$ cat src/rtl/rv_pkg.sv
// Shared types and constants for the ID-stage hazard scoreboard.
package rv_pkg;

  localparam int NREG      = 32;
  localparam int LAT_W     = 3;
  localparam int AGE_W     = 3;
  localparam int FLUSH_AGE = 2;

  typedef logic [$clog2(NREG)-1:0] reg_idx_t;
  typedef logic [LAT_W-1:0]        lat_t;
  typedef logic [AGE_W-1:0]        age_t;

  typedef struct packed {
    logic busy;
    lat_t cnt;
    age_t age;
  } sb_entry_t;

  localparam lat_t LAT_ALU  = 3'd1;
  localparam lat_t LAT_LOAD = 3'd2;
  localparam lat_t LAT_MUL  = 3'd4;

endpackage

$ cat src/rtl/sb_entry.sv
// One scoreboard slot: pending-write flag, cycles-to-forwardable and producer age.
module sb_entry
  import rv_pkg::*;
#(
  parameter int LAT_W     = rv_pkg::LAT_W,
  parameter int AGE_W     = rv_pkg::AGE_W,
  parameter int FLUSH_AGE = rv_pkg::FLUSH_AGE
) (
  input  logic             clk,
  input  logic             rst,
  input  logic             alloc,
  input  logic [LAT_W-1:0] alloc_lat,
  input  logic             wb,
  input  logic             flush,
  output logic             busy,
  output logic             ready,
  output logic [LAT_W-1:0] cnt,
  output logic [AGE_W-1:0] age
);

  localparam logic [AGE_W-1:0] AGE_MAX     = '1;
  localparam logic [AGE_W-1:0] FLUSH_AGE_V = AGE_W'(FLUSH_AGE);

  logic             busy_q, busy_d;
  logic [LAT_W-1:0] cnt_q,  cnt_d;
  logic [AGE_W-1:0] age_q,  age_d;

  always_comb begin
    busy_d = busy_q;
    cnt_d  = cnt_q;
    age_d  = age_q;
    if (busy_q) begin
      if (cnt_q != '0)     cnt_d = cnt_q - LAT_W'(1);
      if (age_q != AGE_MAX) age_d = age_q + AGE_W'(1);
    end
    // A producer still counting down belongs to a newer issue than the write-back.
    if (flush && busy_q && (age_q < FLUSH_AGE_V)) busy_d = 1'b0;
    else if (wb && (cnt_q == '0))                  busy_d = 1'b0;
    // Stored values already include the issue-cycle tick: one cycle has elapsed when read.
    if (alloc) begin
      busy_d = 1'b1;
      cnt_d  = (alloc_lat == '0) ? '0 : alloc_lat - LAT_W'(1);
      age_d  = AGE_W'(1);
    end
  end

  always_ff @(posedge clk) begin
    if (rst) begin
      busy_q <= 1'b0;
      cnt_q  <= '0;
      age_q  <= '0;
    end else begin
      busy_q <= busy_d;
      cnt_q  <= cnt_d;
      age_q  <= age_d;
    end
  end

  assign busy  = busy_q;
  assign ready = busy_q && (cnt_q == '0);
  assign cnt   = cnt_q;
  assign age   = age_q;

endmodule

$ cat src/rtl/hazard_scoreboard.sv
// ID-stage scoreboard: RAW/WAW stall, bypass select and flush of young producers.
module hazard_scoreboard
  import rv_pkg::*;
#(
  parameter int NREG      = rv_pkg::NREG,
  parameter int LAT_W     = rv_pkg::LAT_W,
  parameter int AGE_W     = rv_pkg::AGE_W,
  parameter int FLUSH_AGE = rv_pkg::FLUSH_AGE
) (
  input  logic                    clk,
  input  logic                    rst,
  input  logic                    issue_valid,
  input  logic [$clog2(NREG)-1:0] issue_rs1,
  input  logic [$clog2(NREG)-1:0] issue_rs2,
  input  logic                    issue_rs1_en,
  input  logic                    issue_rs2_en,
  input  logic [$clog2(NREG)-1:0] issue_rd,
  input  logic                    issue_rd_en,
  input  logic [LAT_W-1:0]        issue_lat,
  input  logic                    wb_valid,
  input  logic [$clog2(NREG)-1:0] wb_rd,
  input  logic                    flush,
  output logic                    issue_stall,
  output logic                    issue_ack,
  output logic                    fwd1_valid,
  output logic [AGE_W-1:0]        fwd1_age,
  output logic                    fwd2_valid,
  output logic [AGE_W-1:0]        fwd2_age
);

  localparam int IDX_W = $clog2(NREG);

  logic [NREG-1:0]            busy_v;
  logic [NREG-1:0]            ready_v;
  logic [NREG-1:0][LAT_W-1:0] cnt_v;
  logic [NREG-1:0][AGE_W-1:0] age_v;

  logic alloc_en;
  assign alloc_en = issue_ack && issue_rd_en && (issue_rd != '0);

  // x0 has no slot; its views are tied idle so the read muxes stay uniform.
  for (genvar gi = 0; gi < NREG; gi++) begin : g_ent
    if (gi == 0) begin : g_x0
      assign busy_v[gi]  = 1'b0;
      assign ready_v[gi] = 1'b0;
      assign cnt_v[gi]   = '0;
      assign age_v[gi]   = '0;
    end else begin : g_reg
      logic alloc_hit, wb_hit;
      assign alloc_hit = alloc_en && (issue_rd == IDX_W'(gi));
      assign wb_hit    = wb_valid && (wb_rd == IDX_W'(gi));
      sb_entry #(
        .LAT_W     (LAT_W),
        .AGE_W     (AGE_W),
        .FLUSH_AGE (FLUSH_AGE)
      ) u_ent (
        .clk       (clk),
        .rst       (rst),
        .alloc     (alloc_hit),
        .alloc_lat (issue_lat),
        .wb        (wb_hit),
        .flush     (flush),
        .busy      (busy_v[gi]),
        .ready     (ready_v[gi]),
        .cnt       (cnt_v[gi]),
        .age       (age_v[gi])
      );
    end
  end

  logic src1_busy, src2_busy, raw1, raw2, waw;

  always_comb begin
    src1_busy   = issue_rs1_en && (issue_rs1 != '0) && busy_v[issue_rs1];
    src2_busy   = issue_rs2_en && (issue_rs2 != '0) && busy_v[issue_rs2];
    raw1        = src1_busy && !ready_v[issue_rs1];
    raw2        = src2_busy && !ready_v[issue_rs2];
    // A shorter-latency write must not land before an older, slower one to the same rd.
    waw         = issue_rd_en && (issue_rd != '0) && busy_v[issue_rd] &&
                  (cnt_v[issue_rd] > issue_lat);
    issue_stall = issue_valid && (raw1 || raw2 || waw);
    issue_ack   = issue_valid && !issue_stall && !flush;
    fwd1_valid  = src1_busy && ready_v[issue_rs1] && !issue_stall;
    fwd2_valid  = src2_busy && ready_v[issue_rs2] && !issue_stall;
    fwd1_age    = fwd1_valid ? age_v[issue_rs1] : '0;
    fwd2_age    = fwd2_valid ? age_v[issue_rs2] : '0;
  end

endmodule
$ cat config.mk
export PLATFORM = sky130hd
export DESIGN_NAME = hazard_scoreboard
export DESIGN_NICKNAME = d
export VERILOG_FILES = /design/src/rtl/rv_pkg.sv /design/src/rtl/sb_entry.sv /design/src/rtl/hazard_scoreboard.sv
export SDC_FILE = /design/constraint.sdc
export NUM_CORES = 1
export LEC_CHECK = 0
export ABC_AREA = 1
export ABC_CLOCK_PERIOD_IN_PS = 13350
export BUFFER_PORTS_ARGS = -buffer_cell sky130_fd_sc_hd__clkbuf_2
export CELL_PAD_IN_SITES_DETAIL_PLACEMENT = 1
export CELL_PAD_IN_SITES_GLOBAL_PLACEMENT = 1
export CORE_ASPECT_RATIO = 1.75
export CORE_MARGIN = 2
export CORE_UTILIZATION = 45
export CTS_CLUSTER_SIZE = 12
export DETAILED_ROUTE_END_ITERATION = 10
export GPL_ROUTABILITY_DRIVEN = 0
export GPL_TIMING_DRIVEN = 0
export PLACE_DENSITY = 0.76
export SKIP_CTS_REPAIR_TIMING = 1
export SLEW_MARGIN = 20
export SYNTH_ARGS = -nofsm -noshare
export SYNTH_HDL_FRONTEND = slang
export SYNTH_SLANG_ARGS = --single-unit
$ cat constraint.sdc
create_clock -name clk -period 13.35 [get_ports clk]
set_clock_uncertainty 0.1 [all_clocks]
set_input_delay 2.67 -clock clk [delete_from_list [all_inputs] [get_ports clk]]
set_output_delay 2.67 -clock clk [all_outputs]
set_load 0.01 [all_outputs]
# Word-level counts from Yosys, hierarchy flattened
# Index checks and enable logic that the tools add are counted.
[totals]
ff_bits = 217
word_cells = 1137
input_bits = 31
[op_classes]
magnitude_cmp = 35
mux = 298
reduce_logical = 524
add_sub_neg = 63
n_eq_ne = 93
[ops]
columns = ["op", "n"]
rows = [
  ["3-bit 2-to-1 mux", 99],
  ["1-bit logical AND", 204],
  ["1-bit 2-to-1 mux", 191],
  ["2-bit AND reduction", 93],
  ["2-bit nonzero test", 93],
  ["3-bit nonzero test", 62],
  ["5-bit == test (second input constant)", 32],
  ["3-bit zero test", 32],
  ["3-bit by 1-bit subtractor with 3-bit output (second input constant)", 32],
  ["3-bit by 1-bit adder with 3-bit output (second input constant)", 31],
  ["3-bit by 2-bit < comparator with 1-bit output (second input constant)", 31],
  ["3-bit != test (second input constant)", 31],
  ["5-bit by 4-bit == test with 1-bit output (second input constant)", 16],
  ["2-bit OR reduction", 31],
  ["3-bit binary-select mux with 5-bit select", 3],
  ["5-bit by 3-bit == test with 1-bit output (second input constant)", 8],
  ["1-bit binary-select mux with 5-bit select", 5],
  ["5-bit by 2-bit == test with 1-bit output (second input constant)", 4],
  ["5-bit by 6-bit < comparator with 1-bit output (second input constant)", 3],
  ["5-bit nonzero test", 3],
  ["5-bit by 1-bit == test with 1-bit output (second input constant)", 2],
  ["1-bit zero test", 4],
  ["3-bit > comparator", 1],
  ["1-bit logical OR", 2],
]

# Logic depth before layout (Yosys ltp)
# Gate-level depths: netlist (run 1).
[depth]
ltp_word = 17
mapped_depth = 24

# By module
# Synthesis (run 1) repeated with hierarchy kept, for this count alone.
[hier_totals]
cells_unflattened = 3223
hier_area_um2 = 19726.4
[by_module_without_submodules]
columns = ["module", "cells_per_inst", "n_inst", "seq_area_each_um2", "area_each_um2"]
rows = [
  ["sb_entry (g_ent[10].g_reg.u_ent ...)", 70, 29, 140.1, 476.7],
  ["hazard_scoreboard", 1053, 1, 0.0, 4952.2],
  ["sb_entry (g_ent[9].g_reg.u_ent)", 70, 1, 140.1, 481.7],
  ["sb_entry (g_ent[31].g_reg.u_ent)", 70, 1, 140.1, 467.9],
]

# Worst setup path before layout (run 1)
# Ideal clock, no wire load.
[synth_path]
path_type = "input to output"
start = "input port issue_rd[0]"
end = "output port fwd1_age[0]"
path_stages = 21
n_path_buf = 4
slack_ns = 4.918
arrival_ns = 5.662
cell_sequence = "buf_4 > nand2_2 > clkbuf_1 > clkbuf_1 > o221ai_1 > a221oi_1 > o21ai_0 > ha_1 > a21oi_1 > o21ai_0 > nand2_1 > nor2_1 > o21ai_1 > nor2_1 > o21bai_4 > nor2_8 > buf_12 > nor2_2 > inv_1 > nand4_2 > nor3_2"
[synth_between]
elab_chain_cells = 9
elab_cells_between_ends = 14
cone_classes = "order compare: 1; mux: 5; reduce/logical: 8"
[synth_lines]
columns = ["element", "line", "source"]
rows = [
  ["start: declaration", "hazard_scoreboard.sv:17", "input logic [$clog2(NREG)-1:0] issue_rd,"],
  ["3-bit binary-select mux with 5-bit select, or another cell as far along", "hazard_scoreboard.sv:80", "(cnt_v[issue_rd] > issue_lat);"],
  ["3-bit 2-to-1 mux (not written as such), or another cell as far along", "hazard_scoreboard.sv:80", ""],
  ["3-bit > comparator or 1-bit logical AND (tied branches)", "hazard_scoreboard.sv:80, hazard_scoreboard.sv:79", ""],
  ["1-bit logical AND (*)", "hazard_scoreboard.sv:79", "waw = issue_rd_en && (issue_rd != '0) && busy_v[issue_rd] &&"],
  ["1-bit logical OR (*)", "hazard_scoreboard.sv:81", "issue_stall = issue_valid && (raw1 || raw2 || waw);"],
  ["1-bit logical AND (*)", "hazard_scoreboard.sv:81", ""],
  ["named net issue_stall", "hazard_scoreboard.sv:23", "output logic issue_stall,"],
  ["1-bit zero test (*)", "hazard_scoreboard.sv:83", "fwd1_valid = src1_busy && ready_v[issue_rs1] && !issue_stall;"],
  ["1-bit logical AND (*)", "hazard_scoreboard.sv:83", ""],
  ["3-bit 2-to-1 mux (*)", "hazard_scoreboard.sv:85", "fwd1_age = fwd1_valid ? age_v[issue_rs1] : '0;"],
  ["end: declaration", "hazard_scoreboard.sv:26", "output logic [AGE_W-1:0] fwd1_age,"],
]
# Mark *: on every way through the listed nets, which the timed path passes. The rest lies on a longest branch. The select of a mux whose other input is x is not followed.

# Worst setup path after layout (run 1)
[layout_path]
start = "input port issue_rd[1]"
end = "output port fwd1_age[0]"
[layout_between]
elab_chain_cells = 9
elab_cells_between_ends = 14
cone_classes = "order compare: 1; mux: 5; reduce/logical: 8"
[layout_lines]
columns = ["element", "line"]
rows = [
  ["3-bit binary-select mux with 5-bit select, or another cell as far along", "hazard_scoreboard.sv:80"],
  ["3-bit 2-to-1 mux (not written as such), or another cell as far along", "hazard_scoreboard.sv:80"],
  ["3-bit > comparator or 1-bit logical AND (tied branches)", "hazard_scoreboard.sv:80, hazard_scoreboard.sv:79"],
  ["1-bit logical AND (*)", "hazard_scoreboard.sv:79"],
  ["1-bit logical OR (*)", "hazard_scoreboard.sv:81"],
  ["1-bit logical AND (*)", "hazard_scoreboard.sv:81"],
  ["1-bit zero test (*)", "hazard_scoreboard.sv:83"],
  ["1-bit logical AND (*)", "hazard_scoreboard.sv:83"],
  ["3-bit 2-to-1 mux (*)", "hazard_scoreboard.sv:85"],
]
# Mark *: on every way between the ends. The rest lies on a longest branch, timed or not. The select of a mux whose other input is x is not followed.

==> flow_summary.json, run 1 <==
{
  "critPathSlowestCell": "clkbuf_1",
  "viasPerCell": 6.42,
  "final_cells": 3093,
  "hold_depth": 2,
  "postLayoutCellArea_mm2": 0.0188,
  "tightest_slew_ns": 1.29,
  "min_from": "g_ent[12].g_reg.u_ent.cnt[1]$_SDFFE_PP0P_",
  "slowest_delay_ns": 0.74,
  "drc": 0,
  "crit_fanout": 10,
  "worst_ep_required_time_ns": 10.58,
  "multi_input_area_mm2": 0.0111,
  "syn_area_mm2": 0.0172,
  "core_area_mm2": 0.0376,
  "cts.sink_count": 217,
  "netlist_top_cells_area": "dfxtp_1, nand2_1, ha_1",
  "yosysSeqAreaShare": 0.253,
  "numCtsBuffers": 24,
  "crit_path_start_kind": "input port",
  "grt_pass1_vias": 20500,
  "avgSynthCellArea_um2": 6.79,
  "outcome": "complete, no violations",
  "synthToLayoutAreaGrowth_pct": 9.40,
  "worstPathCellList": "clkbuf_2, nand2_1, clkbuf_1, clkbuf_1, o221ai_1, a221oi_1, o21ai_0, ha_1, a21oi_1, o21ai_0, nand2_1, nor2_1, o21ai_1, nor2_1, o21bai_4, nor2_8, buf_12, nor2_2, inv_1, nand4_2, nor3_2, clkbuf_2",
  "fmax_mhz": 91.9,
  "grt_pass1_wl_um": 128000,
  "rr_endpoint": "g_ent[22].g_reg.u_ent.cnt[0]$_SDFFE_PP0P_",
  "synthArstFlopShare": 0,
  "critical_path_class": "input port to output pin",
  "relSlewSlack": 0.138,
  "setup_viol": 0,
  "synth_edf_count": 0,
  "synth.most_common_cell": "nand2_1",
  "dp_cells": 3049,
  "clk_path_buf_depth": 3,
  "maxCapViolCount": 0,
  "drt_pass1_iterations": 6,
  "dr_total_vias": 19800,
  "grt_use_total": 0.439,
  "syn_inst": 2530,
  "seqCellArea_mm2": 0.00434,
  "routedWlPerCell_um": 28.4,
  "fin_setup_tns_ns": 0,
  "dp_hpwl_um": 68500,
  "critical_path.top_delay_family": "buffers and inverters",
  "pin_count": 41,
  "insertedDiodeCount": 0,
  "drt_iter0_drc": 1583,
  "critPathLaunch": "issue_rd[1]",
  "finalHoldViolCount": 0,
  "post-route-period-util": 0.815,
  "ant_nets": 0,
  "cts_tree": "built",
  "powerDensity_mw_per_mm2": 86.5,
  "port-buffer-count": 39,
  "hold_path.class": "flip-flop to flip-flop",
  "wl_um": 87800,
  "utilization": 0.499,
  "insertion_delay_ns": 0.57,
  "yosys_most_used_dff": "dfxtp_1",
  "start_util": 0.456,
  "grt_overflow": 0,
  "fin_nets": 2756,
  "drive_above_1_share": 0.0873,
  "fin_hold_ws_ns": 0.385,
  "place_area_mm2": 0.0180,
  "path_clk_slew_ns": 0.06,
  "yosys-top-cells-count": "nand2_1, inv_1, nand3_1",
  "synth_fp_nets": 2690,
  "hold_end": "g_ent[12].g_reg.u_ent.cnt[1]$_SDFFE_PP0P_",
  "antenna_found_initial": 2,
  "yosysTopAreaCell": "dfxtp_1",
  "total_leakage_power_uw": 0.00777,
  "synth_top_area_frac": 0.253,
  "clock-root-buffer": "clkbuf_16",
  "r2r_cells": 18,
  "min_period_ns": 10.88,
  "worstPathArrival_ns": 8.11,
  "r2r-start": "g_ent[29].g_reg.u_ent.cnt[2]$_SDFFE_PP0P_",
  "ys_ff_latch": 217,
  "synth.distinct_cells": 46,
  "rsz0062_at_grt": "false",
  "h-tree-depth": 1,
  "ys_warn_count": 0,
  "drv_slew": 0,
  "ir_drop_mv": 0.100,
  "rows": 94,
  "nFillCells": 5054,
  "die-area_mm2": 0.0398,
  "worst-r2r-setup-slack_ns": 8.90,
  "die_width_um": 152,
  "die_h_um": 262,
  "grt_max_degree": 13,
  "critical_path_buf_inv_count": 6,
  "cp-end-kind": "output pin"
}
-- state kept, by name (all words and copies together), names as in the netlist --
register	cells
g_ent.g_reg.u_ent.age	93
g_ent.g_reg.u_ent.busy	31
g_ent.g_reg.u_ent.cnt	93
-- cell type report --
class,count,area share
Buffer,159,0.0379
Clock buffer,39,0.0404
Clock inverter,4,0.00240
Multi-Input combinational cell,1872,0.589
Tap cell,480,0.0320
Timing Repair Buffer,40,0.0108
Inverter,282,0.0564
Sequential cell,217,0.231
-- tightest hold or removal path, cell delays in order (launching register included) --
cell and delay (ns):
dfxtp_1 0.31, nand3_1 0.07, a21oi_1 0.06
-- per-stage QoR --
stage	setup WS [ns]	total power, µW
final	2.47	1630
after global routing	2.49	1650
after CTS	2.79	1600
after detailed placement	2.79	900
after global placement	2.81	898
after floorplan	4.92	797
-- logic make-up after synthesis --
logic type / Yosys count / synth area share
AND/OR/NAND/NOR: 1113 / 0.317
AO/OA/AOI/OAI: 517 / 0.174
buffers and inverters: 441 / 0.103
flip-flops: 217 / 0.253
adder cells (fa/ha/maj): 129 / 0.0940
XOR/XNOR: 93 / 0.0474
multiplexers: 20 / 0.0117
-- worst max-delay path by stage --
stage          slack, ns     endpoint  cells after the start
2_1_floorplan       4.92  fwd1_age[0]                     21
3_3_place_gp        2.81  fwd1_age[0]                     23
3_5_place_dp        2.79  fwd1_age[0]                     23
4_1_cts             2.79  fwd1_age[0]                     23
5_1_grt             2.49  fwd1_age[0]                     22
6_report            2.47  fwd1_age[0]                     22
-- cells in the final DEF (no fill, tap or decap), drive strengths merged, types with 85 or more instances in the layout --
master / n
buf: 85
xor2: 92
nand2: 452
clkbuf: 153
a21oi: 228
dfxtp: 217
nand3: 240
ha: 129
nand4: 114
nor2: 204
inv: 280
o21ai: 150
-- where the power goes --
group | internal, µW | switching (µW)
combinational | 51.0 | 201
clock | 405 | 316
sequential | 650 | 2.72
-- metal layers --
layer	global-route usage	up-vias	part of all wire	wire, µm
met5	0	-	0.00014	12
met4	0.397	2	0.11	9790
met3	0.109	472	0.086	7530
met2	0.682	1106	0.45	39400
met1	0.483	9536	0.35	31000
li1	-	8732	-	-
(Power assumes the default switching activity.)
==> inputs of run 2 (changes only) <==
--- a/config.mk
+++ b/config.mk
@@ -6,18 +6,18 @@
 export NUM_CORES = 1
 export LEC_CHECK = 0
 export ABC_AREA = 1
-export ABC_CLOCK_PERIOD_IN_PS = 13350
+export ABC_CLOCK_PERIOD_IN_PS = 8900
 export BUFFER_PORTS_ARGS = -buffer_cell sky130_fd_sc_hd__clkbuf_2
 export CELL_PAD_IN_SITES_DETAIL_PLACEMENT = 1
 export CELL_PAD_IN_SITES_GLOBAL_PLACEMENT = 1
 export CORE_ASPECT_RATIO = 1.75
 export CORE_MARGIN = 2
-export CORE_UTILIZATION = 45
+export CORE_UTILIZATION = 42
 export CTS_CLUSTER_SIZE = 12
 export DETAILED_ROUTE_END_ITERATION = 10
 export GPL_ROUTABILITY_DRIVEN = 0
 export GPL_TIMING_DRIVEN = 0
-export PLACE_DENSITY = 0.76
+export PLACE_DENSITY = 0.74
 export SKIP_CTS_REPAIR_TIMING = 1
 export SLEW_MARGIN = 20
 export SYNTH_ARGS = -nofsm -noshare
==> constraint.sdc (replaced) <==
create_clock -name clk -period 8.9 [get_ports clk]
set_clock_uncertainty 0.1 [all_clocks]
set_input_delay 1.78 -clock clk [delete_from_list [all_inputs] [get_ports clk]]
set_output_delay 1.78 -clock clk [all_outputs]
set_load 0.01 [all_outputs]
==> run 2 against run 1 <==
- sequential share of layout area down 0.17 points
- hold slack gained 0.0021 ns
- final cell count grew 2.3%
- combinational power up 50%
- core utilization down 3.3 points
- first-iteration DRC count rose by 2.6%
- sequential power rose by 50%
- critical path depth rose by 2
- final area is 0.73% higher
- wire length up 0.75%
- clock power grew 57%
- critical path type unchanged
- largest power group unchanged
==> flow_summary.json, run 2 (synthesis results as in run 1) <==
{
  "outcome": "complete, no violations",
  "layout.cells.most_common": "nand2_1",
  "tightest_slew_ns": 1.24,
  "clk_path_buf_depth": 3,
  "die_h_um": 271,
  "pin_count": 41,
  "crit_path_start_kind": "input port",
  "powerDensity_mw_per_mm2": 131,
  "min_period_ns": 8.82,
  "place_area_mm2": 0.0181,
  "crit_fanout": 10,
  "viasPerCell": 6.23,
  "critical_path_class": "input port to output pin",
  "postLayoutCellArea_mm2": 0.0189,
  "min_from": "g_ent[22].g_reg.u_ent.cnt[1]$_SDFFE_PP0P_",
  "hold_end": "g_ent[22].g_reg.u_ent.cnt[1]$_SDFFE_PP0P_",
  "post-route-period-util": 0.991,
  "drt_pass1_iterations": 6,
  "fin_hold_ws_ns": 0.387,
  "relSlewSlack": 0.174,
  "internal-power_uw": 1680,
  "hold_path.class": "flip-flop to flip-flop",
  "ant_nets": 0,
  "layout_setup_ws_ns": 0.0781,
  "drt_iter0_drc": 1624,
  "total_leakage_power_uw": 0.00780,
  "r2r_cells": 20,
  "fin_setup_tns_ns": 0,
  "finalHoldViolCount": 0,
  "final_cell_mix": "nand2_1, inv_1, nand3_1, a21oi_1, dfxtp_1",
  "switchingPower_uw": 803,
  "p_clk_frac": 0.454,
  "fmax_mhz": 113,
  "rsz0062_at_grt": "false",
  "combPwrFrac": 0.153,
  "worst-r2r-setup-slack_ns": 4.67,
  "clock-root-buffer": "clkbuf_16",
  "swShare": 0.323,
  "pwr-share-seq": 0.394,
  "wl_um": 88500,
  "rr_endpoint": "g_ent[23].g_reg.u_ent.cnt[2]$_SDFFE_PP0P_",
  "critical_path_buf_inv_count": 6,
  "die-area_mm2": 0.0426,
  "grt_overflow": 0,
  "drc": 0,
  "dp_hpwl_um": 68900,
  "setup_viol": 0,
  "numCtsBuffers": 26,
  "cts_tree": "built",
  "grt_pass1_vias": 20400,
  "drive_above_1_share": 0.0903,
  "start_util": 0.423,
  "die_width_um": 157,
  "drv_slew": 0,
  "cts.sink_count": 217,
  "r2r-start": "g_ent[31].g_reg.u_ent.cnt[2]$_SDFFE_PP0P_",
  "critPathSlowestCell": "clkbuf_1",
  "critical_path.top_delay_family": "buffers and inverters",
  "cp-end-kind": "output pin",
  "h-tree-depth": 1,
  "routedWlPerCell_um": 28.0,
  "maxCapViolCount": 0,
  "insertion_delay_ns": 0.58,
  "synthToLayoutAreaGrowth_pct": 10.2,
  "finalPower_uw": 2480,
  "grt_use_total": 0.411,
  "ir_drop_mv": 0.112,
  "hold_depth": 2,
  "fin_nets": 2757,
  "worst_ep_required_time_ns": 7.02,
  "core_area_mm2": 0.0406,
  "antenna_found_initial": 2,
  "dp_slack_ns": 0.0550,
  "dr_total_vias": 19700,
  "rows": 98,
  "slowest_delay_ns": 0.66,
  "grt_max_degree": 13,
  "path_clk_slew_ns": 0.06,
  "worstPathCellList": "clkbuf_2, nand2_2, clkbuf_1, clkbuf_2, o22ai_1, o21ai_0, nand4_1, nand2_1, o21ai_0, ha_1, a21oi_1, o21ai_0, nand2_1, nor2_1, o21ai_1, nor2_1, o21bai_4, nor2_8, buf_12, nor2_2, inv_1, nand3_1, nor2_1, clkbuf_2",
  "worstPathArrival_ns": 6.94,
  "port-buffer-count": 39,
  "grt_pass1_wl_um": 129000
}
run 2: changes by cell type in the layout (fill, tap and decap cells not counted), sizes merged:
cell | before | now
inv | 280 | 282
diode | 0 | 1
clkinvlp | 0 | 2
clkinv | 5 | 7
buf | 85 | 84
clkbuf | 153 | 149
run 2: per-layer routing:
metal,global-route usage,vias up,routed length (µm),part of all wire
li1,-,8715,-,-
met1,0.437,9475,31200,0.35
met2,0.660,1032,40000,0.45
met3,0.101,488,7130,0.081
met4,0.384,2,10100,0.11
met5,0,-,13,0.00015
run 2: area by class of cell:
type	instances	area (µm²)
tap	550	688
fill	5347	21700
clock inverter	10	90.1
inverter	282	1060
multi-input combinational	1872	11100
timing repair buffer	39	195
clock buffer	35	766
buffer	159	716
antenna	1	2.50
sequential	217	4340
run 2: how the worst max path moves through the flow:
| stage | slack, ns | endpoint | start | cells after the start |
|---|---|---|---|---|
| 2_1_floorplan | 2.25 | fwd1_age[0] | issue_rd[0] | 21 |
| 3_3_place_gp | 0.11 | fwd2_age[1] | issue_rd[0] | 23 |
| 3_5_place_dp | 0.05 | fwd2_age[2] | issue_rd[0] | 23 |
| 4_1_cts | 0.04 | fwd2_age[2] | issue_rd[0] | 23 |
| 5_1_grt | 0.002 | fwd2_age[1] | issue_rd[1] | 24 |
| 6_report | 0.08 | fwd2_age[2] | issue_rd[1] | 24 |
run 2: worst min-delay path: stages (launching register included):
cell,delay [ns]
dfxtp_1,0.31
nand3_1,0.07
a21oi_1,0.06
run 2: metrics by stage:
stage / util / instances
final: 0.466 / 3165
after global routing: 0.466 / 3164
after CTS: 0.466 / 3164
after detailed placement: 0.445 / 3119
after global placement: 0.445 / 3119
after floorplan: - / 2530
run 2: power by group through the flow:
stage,clock [µW],sequential (µW),combinational (µW)
floorplan,0,999,196
global route,1170,978,385
global placement,0,1000,348
finish,1130,979,379
CTS,1130,978,353
detailed placement,0,1000,352
